$ cat src/rtl/operand_fetch_if.sv
// Decode/execute/writeback bundle for the operand-fetch stage.
// The stage uses the slave modport. The surrounding pipeline or bench uses the master modport.
interface operand_fetch_if #(
  parameter int XLEN = 32
);
  logic            in_valid;
  logic            in_ready;
  logic [4:0]      opcode;
  logic            iOrReg;
  logic [3:0]      rd;
  logic [3:0]      rs1;
  logic [3:0]      rs2;
  logic [1:0]      modifier;
  logic [15:0]     imm;
  logic            flush;
  logic            wb_en;
  logic [3:0]      wb_rd;
  logic [XLEN-1:0] wb_data;
  logic            out_valid;
  logic            out_ready;
  logic [4:0]      out_opcode;
  logic [3:0]      out_rd;
  logic            out_wr;
  logic [XLEN-1:0] out_op1;
  logic [XLEN-1:0] out_op2;
  logic [XLEN-1:0] out_st;

  modport slave (
    input  in_valid, opcode, iOrReg, rd, rs1, rs2, modifier, imm,
    input  flush, wb_en, wb_rd, wb_data, out_ready,
    output in_ready, out_valid, out_opcode, out_rd, out_wr,
    output out_op1, out_op2, out_st
  );

  modport master (
    output in_valid, opcode, iOrReg, rd, rs1, rs2, modifier, imm,
    output flush, wb_en, wb_rd, wb_data, out_ready,
    input  in_ready, out_valid, out_opcode, out_rd, out_wr,
    input  out_op1, out_op2, out_st
  );
endinterface

$ cat src/rtl/operand_fetch.sv
// Operand-fetch stage: register file, busy scoreboard and one registered slot toward execute.
// Define OPFETCH_WB_BYPASS_EN to forward same-cycle writeback data into reads and hazard checks.
module operand_fetch #(
  parameter int XLEN = 32,
  parameter int NREG = 16
) (
  input  logic                clk,
  input  logic                clr,
  operand_fetch_if.slave      bus
);

  logic [XLEN-1:0] regs [NREG];
  logic [NREG-1:0] busy;
  logic [NREG-1:0] busy_nxt;
  logic [NREG-1:0] busy_chk;

  logic            out_valid;
  logic [4:0]      out_opcode;
  logic [3:0]      out_rd;
  logic            out_wr;
  logic [XLEN-1:0] out_op1;
  logic [XLEN-1:0] out_op2;
  logic [XLEN-1:0] out_st;

  logic            writes_rd;
  logic            srcless;
  logic            hazard;
  logic            in_ready;
  logic            issue;
  logic [XLEN-1:0] rs1_val;
  logic [XLEN-1:0] rs2_val;
  logic [XLEN-1:0] imm_ext;
  logic            wb_write;

  assign writes_rd = ~bus.opcode[4];
  assign srcless   = (bus.opcode[4:3] == 2'b11);
  assign wb_write  = bus.wb_en && (bus.wb_rd != 4'd0);

  // NOTE: every always_comb output gets a default on entry so no path leaves it unassigned (no latch).
  always_comb begin
    busy_chk = busy;
`ifdef OPFETCH_WB_BYPASS_EN
    if (bus.wb_en) busy_chk[bus.wb_rd] = 1'b0;
`endif
  end

  always_comb begin
    rs1_val = (bus.rs1 == 4'd0) ? '0 : regs[bus.rs1];
    rs2_val = (bus.rs2 == 4'd0) ? '0 : regs[bus.rs2];
`ifdef OPFETCH_WB_BYPASS_EN
    if (wb_write && bus.wb_rd == bus.rs1) rs1_val = bus.wb_data;
    if (wb_write && bus.wb_rd == bus.rs2) rs2_val = bus.wb_data;
`endif
  end

  always_comb begin
    imm_ext = XLEN'($signed(bus.imm));
    unique case (bus.modifier)
      2'b01:   imm_ext = XLEN'(bus.imm);
      2'b10:   imm_ext = XLEN'({bus.imm, 16'h0000});
      default: imm_ext = XLEN'($signed(bus.imm));
    endcase
  end

  assign hazard = (!srcless && busy_chk[bus.rs1])
               || (!srcless && !bus.iOrReg && busy_chk[bus.rs2])
               || (writes_rd && busy_chk[bus.rd]);

  assign in_ready = !hazard && !bus.flush && (!out_valid || bus.out_ready);
  assign issue    = bus.in_valid && in_ready;

  // The set is applied last so that an issue and a writeback to the same rd in one cycle leave it busy.
  always_comb begin
    busy_nxt = busy;
    if (bus.wb_en) busy_nxt[bus.wb_rd] = 1'b0;
    if (bus.flush && out_valid && out_wr) busy_nxt[out_rd] = 1'b0;
    if (issue && writes_rd && bus.rd != 4'd0) busy_nxt[bus.rd] = 1'b1;
    busy_nxt[0] = 1'b0;
  end

  // NOTE: the register array is reset explicitly because clr must return every architectural register to zero.
  always_ff @(posedge clk) begin
    if (clr) begin
      for (int i = 0; i < NREG; i++) regs[i] <= '0;
    end else if (wb_write) begin
      regs[bus.wb_rd] <= bus.wb_data;
    end
  end

  // NOTE: sequential state uses non-blocking assignments so every flop samples pre-edge values.
  always_ff @(posedge clk) begin
    if (clr) begin
      busy       <= '0;
      out_valid  <= 1'b0;
      out_opcode <= '0;
      out_rd     <= '0;
      out_wr     <= 1'b0;
      out_op1    <= '0;
      out_op2    <= '0;
      out_st     <= '0;
    end else begin
      busy <= busy_nxt;
      if (bus.flush) begin
        out_valid <= 1'b0;
      end else if (issue) begin
        out_valid  <= 1'b1;
        out_opcode <= bus.opcode;
        out_rd     <= bus.rd;
        out_wr     <= writes_rd;
        out_op1    <= rs1_val;
        out_op2    <= bus.iOrReg ? imm_ext : rs2_val;
        out_st     <= rs2_val;
      end else if (out_valid && bus.out_ready) begin
        out_valid <= 1'b0;
      end
    end
  end

  assign bus.in_ready   = in_ready;
  assign bus.out_valid  = out_valid;
  assign bus.out_opcode = out_opcode;
  assign bus.out_rd     = out_rd;
  assign bus.out_wr     = out_wr;
  assign bus.out_op1    = out_op1;
  assign bus.out_op2    = out_op2;
  assign bus.out_st     = out_st;

endmodule

$ cat src/flat_wrapper.sv
// flat-port wrapper written by rule: the top's interface ports become plain ports
module operand_fetch_flat 
#(
  parameter int XLEN = 32,
  parameter int NREG = 16
)
  (clk, clr, bus_in_valid, bus_opcode, bus_iOrReg, bus_rd, bus_rs1, bus_rs2, bus_modifier, bus_imm, bus_flush, bus_wb_en, bus_wb_rd, bus_wb_data, bus_out_ready, bus_in_ready, bus_out_valid, bus_out_opcode, bus_out_rd, bus_out_wr, bus_out_op1, bus_out_op2, bus_out_st);
  operand_fetch_if #(.XLEN(XLEN)) bus_i ();
  input  logic clk;
  input  logic clr;
  input wire logic [$bits(bus_i.in_valid)-1:0] bus_in_valid;
  input wire logic [$bits(bus_i.opcode)-1:0] bus_opcode;
  input wire logic [$bits(bus_i.iOrReg)-1:0] bus_iOrReg;
  input wire logic [$bits(bus_i.rd)-1:0] bus_rd;
  input wire logic [$bits(bus_i.rs1)-1:0] bus_rs1;
  input wire logic [$bits(bus_i.rs2)-1:0] bus_rs2;
  input wire logic [$bits(bus_i.modifier)-1:0] bus_modifier;
  input wire logic [$bits(bus_i.imm)-1:0] bus_imm;
  input wire logic [$bits(bus_i.flush)-1:0] bus_flush;
  input wire logic [$bits(bus_i.wb_en)-1:0] bus_wb_en;
  input wire logic [$bits(bus_i.wb_rd)-1:0] bus_wb_rd;
  input wire logic [$bits(bus_i.wb_data)-1:0] bus_wb_data;
  input wire logic [$bits(bus_i.out_ready)-1:0] bus_out_ready;
  output wire logic [$bits(bus_i.in_ready)-1:0] bus_in_ready;
  output wire logic [$bits(bus_i.out_valid)-1:0] bus_out_valid;
  output wire logic [$bits(bus_i.out_opcode)-1:0] bus_out_opcode;
  output wire logic [$bits(bus_i.out_rd)-1:0] bus_out_rd;
  output wire logic [$bits(bus_i.out_wr)-1:0] bus_out_wr;
  output wire logic [$bits(bus_i.out_op1)-1:0] bus_out_op1;
  output wire logic [$bits(bus_i.out_op2)-1:0] bus_out_op2;
  output wire logic [$bits(bus_i.out_st)-1:0] bus_out_st;
  assign bus_i.in_valid = bus_in_valid;
  assign bus_i.opcode = bus_opcode;
  assign bus_i.iOrReg = bus_iOrReg;
  assign bus_i.rd = bus_rd;
  assign bus_i.rs1 = bus_rs1;
  assign bus_i.rs2 = bus_rs2;
  assign bus_i.modifier = bus_modifier;
  assign bus_i.imm = bus_imm;
  assign bus_i.flush = bus_flush;
  assign bus_i.wb_en = bus_wb_en;
  assign bus_i.wb_rd = bus_wb_rd;
  assign bus_i.wb_data = bus_wb_data;
  assign bus_i.out_ready = bus_out_ready;
  assign bus_in_ready = bus_i.in_ready;
  assign bus_out_valid = bus_i.out_valid;
  assign bus_out_opcode = bus_i.out_opcode;
  assign bus_out_rd = bus_i.out_rd;
  assign bus_out_wr = bus_i.out_wr;
  assign bus_out_op1 = bus_i.out_op1;
  assign bus_out_op2 = bus_i.out_op2;
  assign bus_out_st = bus_i.out_st;
  operand_fetch #(.XLEN(XLEN), .NREG(NREG)) u_core (.clk(clk), .clr(clr), .bus(bus_i));
endmodule
$ cat config.mk
export PLATFORM = sky130hd
export DESIGN_NAME = operand_fetch_flat
export DESIGN_NICKNAME = d
export VERILOG_FILES = /design/src/rtl/operand_fetch_if.sv /design/src/rtl/operand_fetch.sv /design/src/flat_wrapper.sv
export SDC_FILE = /design/constraint.sdc
export NUM_CORES = 1
export LEC_CHECK = 0
export ABC_CLOCK_PERIOD_IN_PS = 9700
export CAP_MARGIN = 20
export CORE_MARGIN = 2
export CORE_UTILIZATION = 40
export DETAILED_ROUTE_END_ITERATION = 8
export GPL_TIMING_DRIVEN = 1
export PLACE_DENSITY = 0.53
export SETUP_SLACK_MARGIN = 0.4
export SLEW_MARGIN = 20
export SYNTH_ARGS = -nofsm -noshare
export SYNTH_HDL_FRONTEND = slang
export SYNTH_SLANG_ARGS = --single-unit
$ cat constraint.sdc
create_clock -name clk -period 9.7 [get_ports clk]
set_clock_uncertainty 0.1 [all_clocks]
set_input_delay 1.94 -clock clk [delete_from_list [all_inputs] [get_ports clk]]
set_output_delay 1.94 -clock clk [all_outputs]
set_load 0.01 [all_outputs]
==> impl_metrics.yaml <==
outcome:
  status: "complete, no violations"
route:
  drtPass1Iterations: 5
  drc: 0
  ant_nets: 0
  routedWlPerCell_um: 32.0
  vias: 21800
  routed_wl_mm: 114
  viasPerCell: 6.14
  drt_iter0_markers: 2513
sta:
  final-setup-viol-count: 0
  min_period_over_period_pct: 69.8
  relSlewSlack_pct: 27.1
  rsz0062_at_grt: "no"
  fmax_ghz: 0.148
  fin_crit_ps: 6770
  fin_ws_ps: 2930
  finalSetupTns_ps: 0
  worst_pin_slew_ps: 1090
  hold_viol: 0
  finalMaxSlewViolations: 0
  timing.hold.ws_ps: 379
final_layout:
  stdcell_count: 3548
  mostFrequentLayoutCells: "512 x edfxtp_1, 480 x and2_1, 279 x mux4_2"
  final_common_cell: "edfxtp_1"
  drive_gt1_share_pct: 23.9
  nets: 2508
  design_area_um2: 38100
  area_growth_syn_to_layout_pct: 16.4
synth:
  ys.flop_type: "edfxtp_1"
  synth_mux_area_share_pct: 22.1
  synthAdderAreaFrac_pct: 0.0765
  synth_edf_count: 512
  yosysSeqAreaShare_pct: 54.5
  synth_compound_gate_area_share_pct: 7.14
  synthDistinctLibCells: 59
  synth_area_um2: 32700
  synthTopCellsByArea: "edfxtp_1 47%, mux4_2 19%, and2_1 9.2%"
  synthCells: 2314
  synthArstFlopShare_pct: 0
  synth-seq-cells: 634
  yosys.area.top_type: "edfxtp_1"
  synth_top_family_by_area: "multiplexers"
  synth_top_area_share_pct: 47.0
  postSynthAreaPerCell_um2: 14.1
  ys_warn_count: 0
  synthXorXnorAreaFrac_pct: 0
  synth-simple-area-share_pct: 13.1
power:
  pwr-share-comb_pct: 13.4
  pwr-share-seq_pct: 46.3
  sw_frac_of_total_pct: 25.4
  vdd_drop_max_uv: 109
  p_leak_nw: 12.9
  powerDensity_nw_per_um2: 181
  power.share.clock_pct: 40.3
  p_int_mw: 5.14
  power_switching_mw: 1.75
hold_path:
  hp-start: "u_core.bus.out_opcode[3]"
  hold_path_end: "u_core.bus.out_opcode[3]"
  min_path_type: "reg2reg"
  hold_depth: 2
critical_path:
  worstSetupPathType: "in2out"
  regToRegStartpoint: "u_core.busy[5]"
  cp.arrival_ps: 4730
  r2r_setup_slack_ps: 6180
  reg2reg_to: "u_core.bus.out_op2[28]"
  cp-end-kind: "output pin"
  reg2regPathDepth: 8
  cp-start-kind: "input port"
  required_ps: 7660
  path_max_fanout: 42
floorplanning:
  die_h_um: 290
  boundaryPins: 186
  rows: 104
  die_width_um: 290
  core_um2: 80800
  start_util_pct: 40.5
  dieArea_um2: 84100
grt:
  grt_max_degree: 72
  antenna_found_initial: 7
  grt_pass1_wl_mm: 163
  grt_use_total_pct: 26.9
  grt_pass1_vias: 21900
  gr-total-overflow: 0
clocking:
  root_buffer: "clkbuf_16"
  cts_buffer_depth: 3
  cts_resized: 0
  insertion_delay_ps: 630
  postCtsHoldBufs: 0
  cts_max_level: 3
  cts_tree: "done"
  cts.sinks: 634
  post-cts-setup-buffer-count: 0
  numCtsBuffers: 73
  clkSlewWorstSetupHoldPaths_ps: 60
placement:
  gp_congestion: 0.893
  preCtsSetupSlack_ps: 2910
  port_buffers: 185
  place_area_um2: 35700
  dpl.hpwl_mm: 68.5
  dp_cells: 3413
job:
  cap_violations: 0
per-layer routing:
| layer | vias up | wire (um) | track usage [%] |
|---|---|---|---|
| met5 | - | 8 | 0 |
| met3 | 161 | 10200 | 5.26 |
| met4 | 2 | 2980 | 7.74 |
| met2 | 1075 | 51800 | 41.7 |
| li1 | 9149 | - | - |
| met1 | 11400 | 48600 | 38.6 |
registers in the layout (all words and copies together) (netlist names):
register / cells
u_core.bus.out_wr: 1
u_core.bus.out_st: 32
u_core.busy: 15
u_core.bus.out_valid: 1
u_core.regs: 512
u_core.bus.out_op2: 32
u_core.bus.out_op1: 32
u_core.bus.out_opcode: 5
u_core.bus.out_rd: 4
power groups by stage:
stage / Combinational (mW) / Clock [mW] / Sequential (mW)
5_1_grt: 0.970 / 2.92 / 3.21
4_1_cts: 0.922 / 2.82 / 3.19
6_report: 0.925 / 2.78 / 3.19
3_5_place_dp: 0.918 / 0 / 3.25
2_1_floorplan: 0.535 / 0 / 3.23
3_3_place_gp: 0.914 / 0 / 3.24
logic make-up after synthesis:
family          count (synthesis)
simple gates                  740
buf+inv                       250
fa+ha+maj                       2
mux                           367
compound gates                320
flops                         634
other cells                     1
layout make-up:
cell class / count / area, um^2
Antenna cell: 2 / 5.00
Clock buffer: 105 / 2110
Clock inverter: 28 / 259
Fill cell: 7011 / 42700
Inverter: 12 / 46.3
Multi-Input combinational cell: 1461 / 14200
Sequential cell: 634 / 17800
Tap cell: 1060 / 1330
Timing Repair Buffer: 246 / 2300
how the worst max path moves through the flow:
stage	start	end	cells past startpoint
2_1_floorplan	bus_rs1[0]	bus_in_ready	9
3_3_place_gp	bus_rs1[0]	bus_in_ready	7
3_5_place_dp	bus_rs1[0]	bus_in_ready	7
4_1_cts	bus_rs1[0]	bus_in_ready	7
5_1_grt	bus_rs2[0]	bus_in_ready	8
6_report	bus_rs2[1]	bus_in_ready	8
Yosys cell counts, types with 13 or more instances:
cell type and count:
a211oi_1 20, a21oi_1 90, a22o_1 13, a22oi_1 16, a311oi_1 17, a31o_2 31
and2_1 480, and4_1 14, buf_1 27, buf_2 44, clkbuf_1 166, dfxtp_1 122
edfxtp_1 512, mux2_2 61, mux2i_1 25, mux4_2 279, nand2_1 96, nand2b_1 23
nand3_1 17, nor2_1 22, nor3_1 55, o211ai_1 50, o21ai_0 20, o31ai_1 16
metrics by stage:
step | power (mW) | utilization [%]
after floorplan | 3.77 | -
after global placement | 4.15 | 44.2
after detailed placement | 4.17 | 44.2
after CTS | 6.93 | 47.1
after global routing | 7.10 | 47.1
final | 6.90 | 47.1
worst max-delay path, cell delays in order:
cell	delay, ps
buf_6	380
nor2b_1	200
buf_4	320
a221oi_1	130
o32ai_1	550
o31a_2	540
nor2_1	130
clkdlybuf4s50_1	500
No activity file was read; power rests on OpenSTA's default activity.
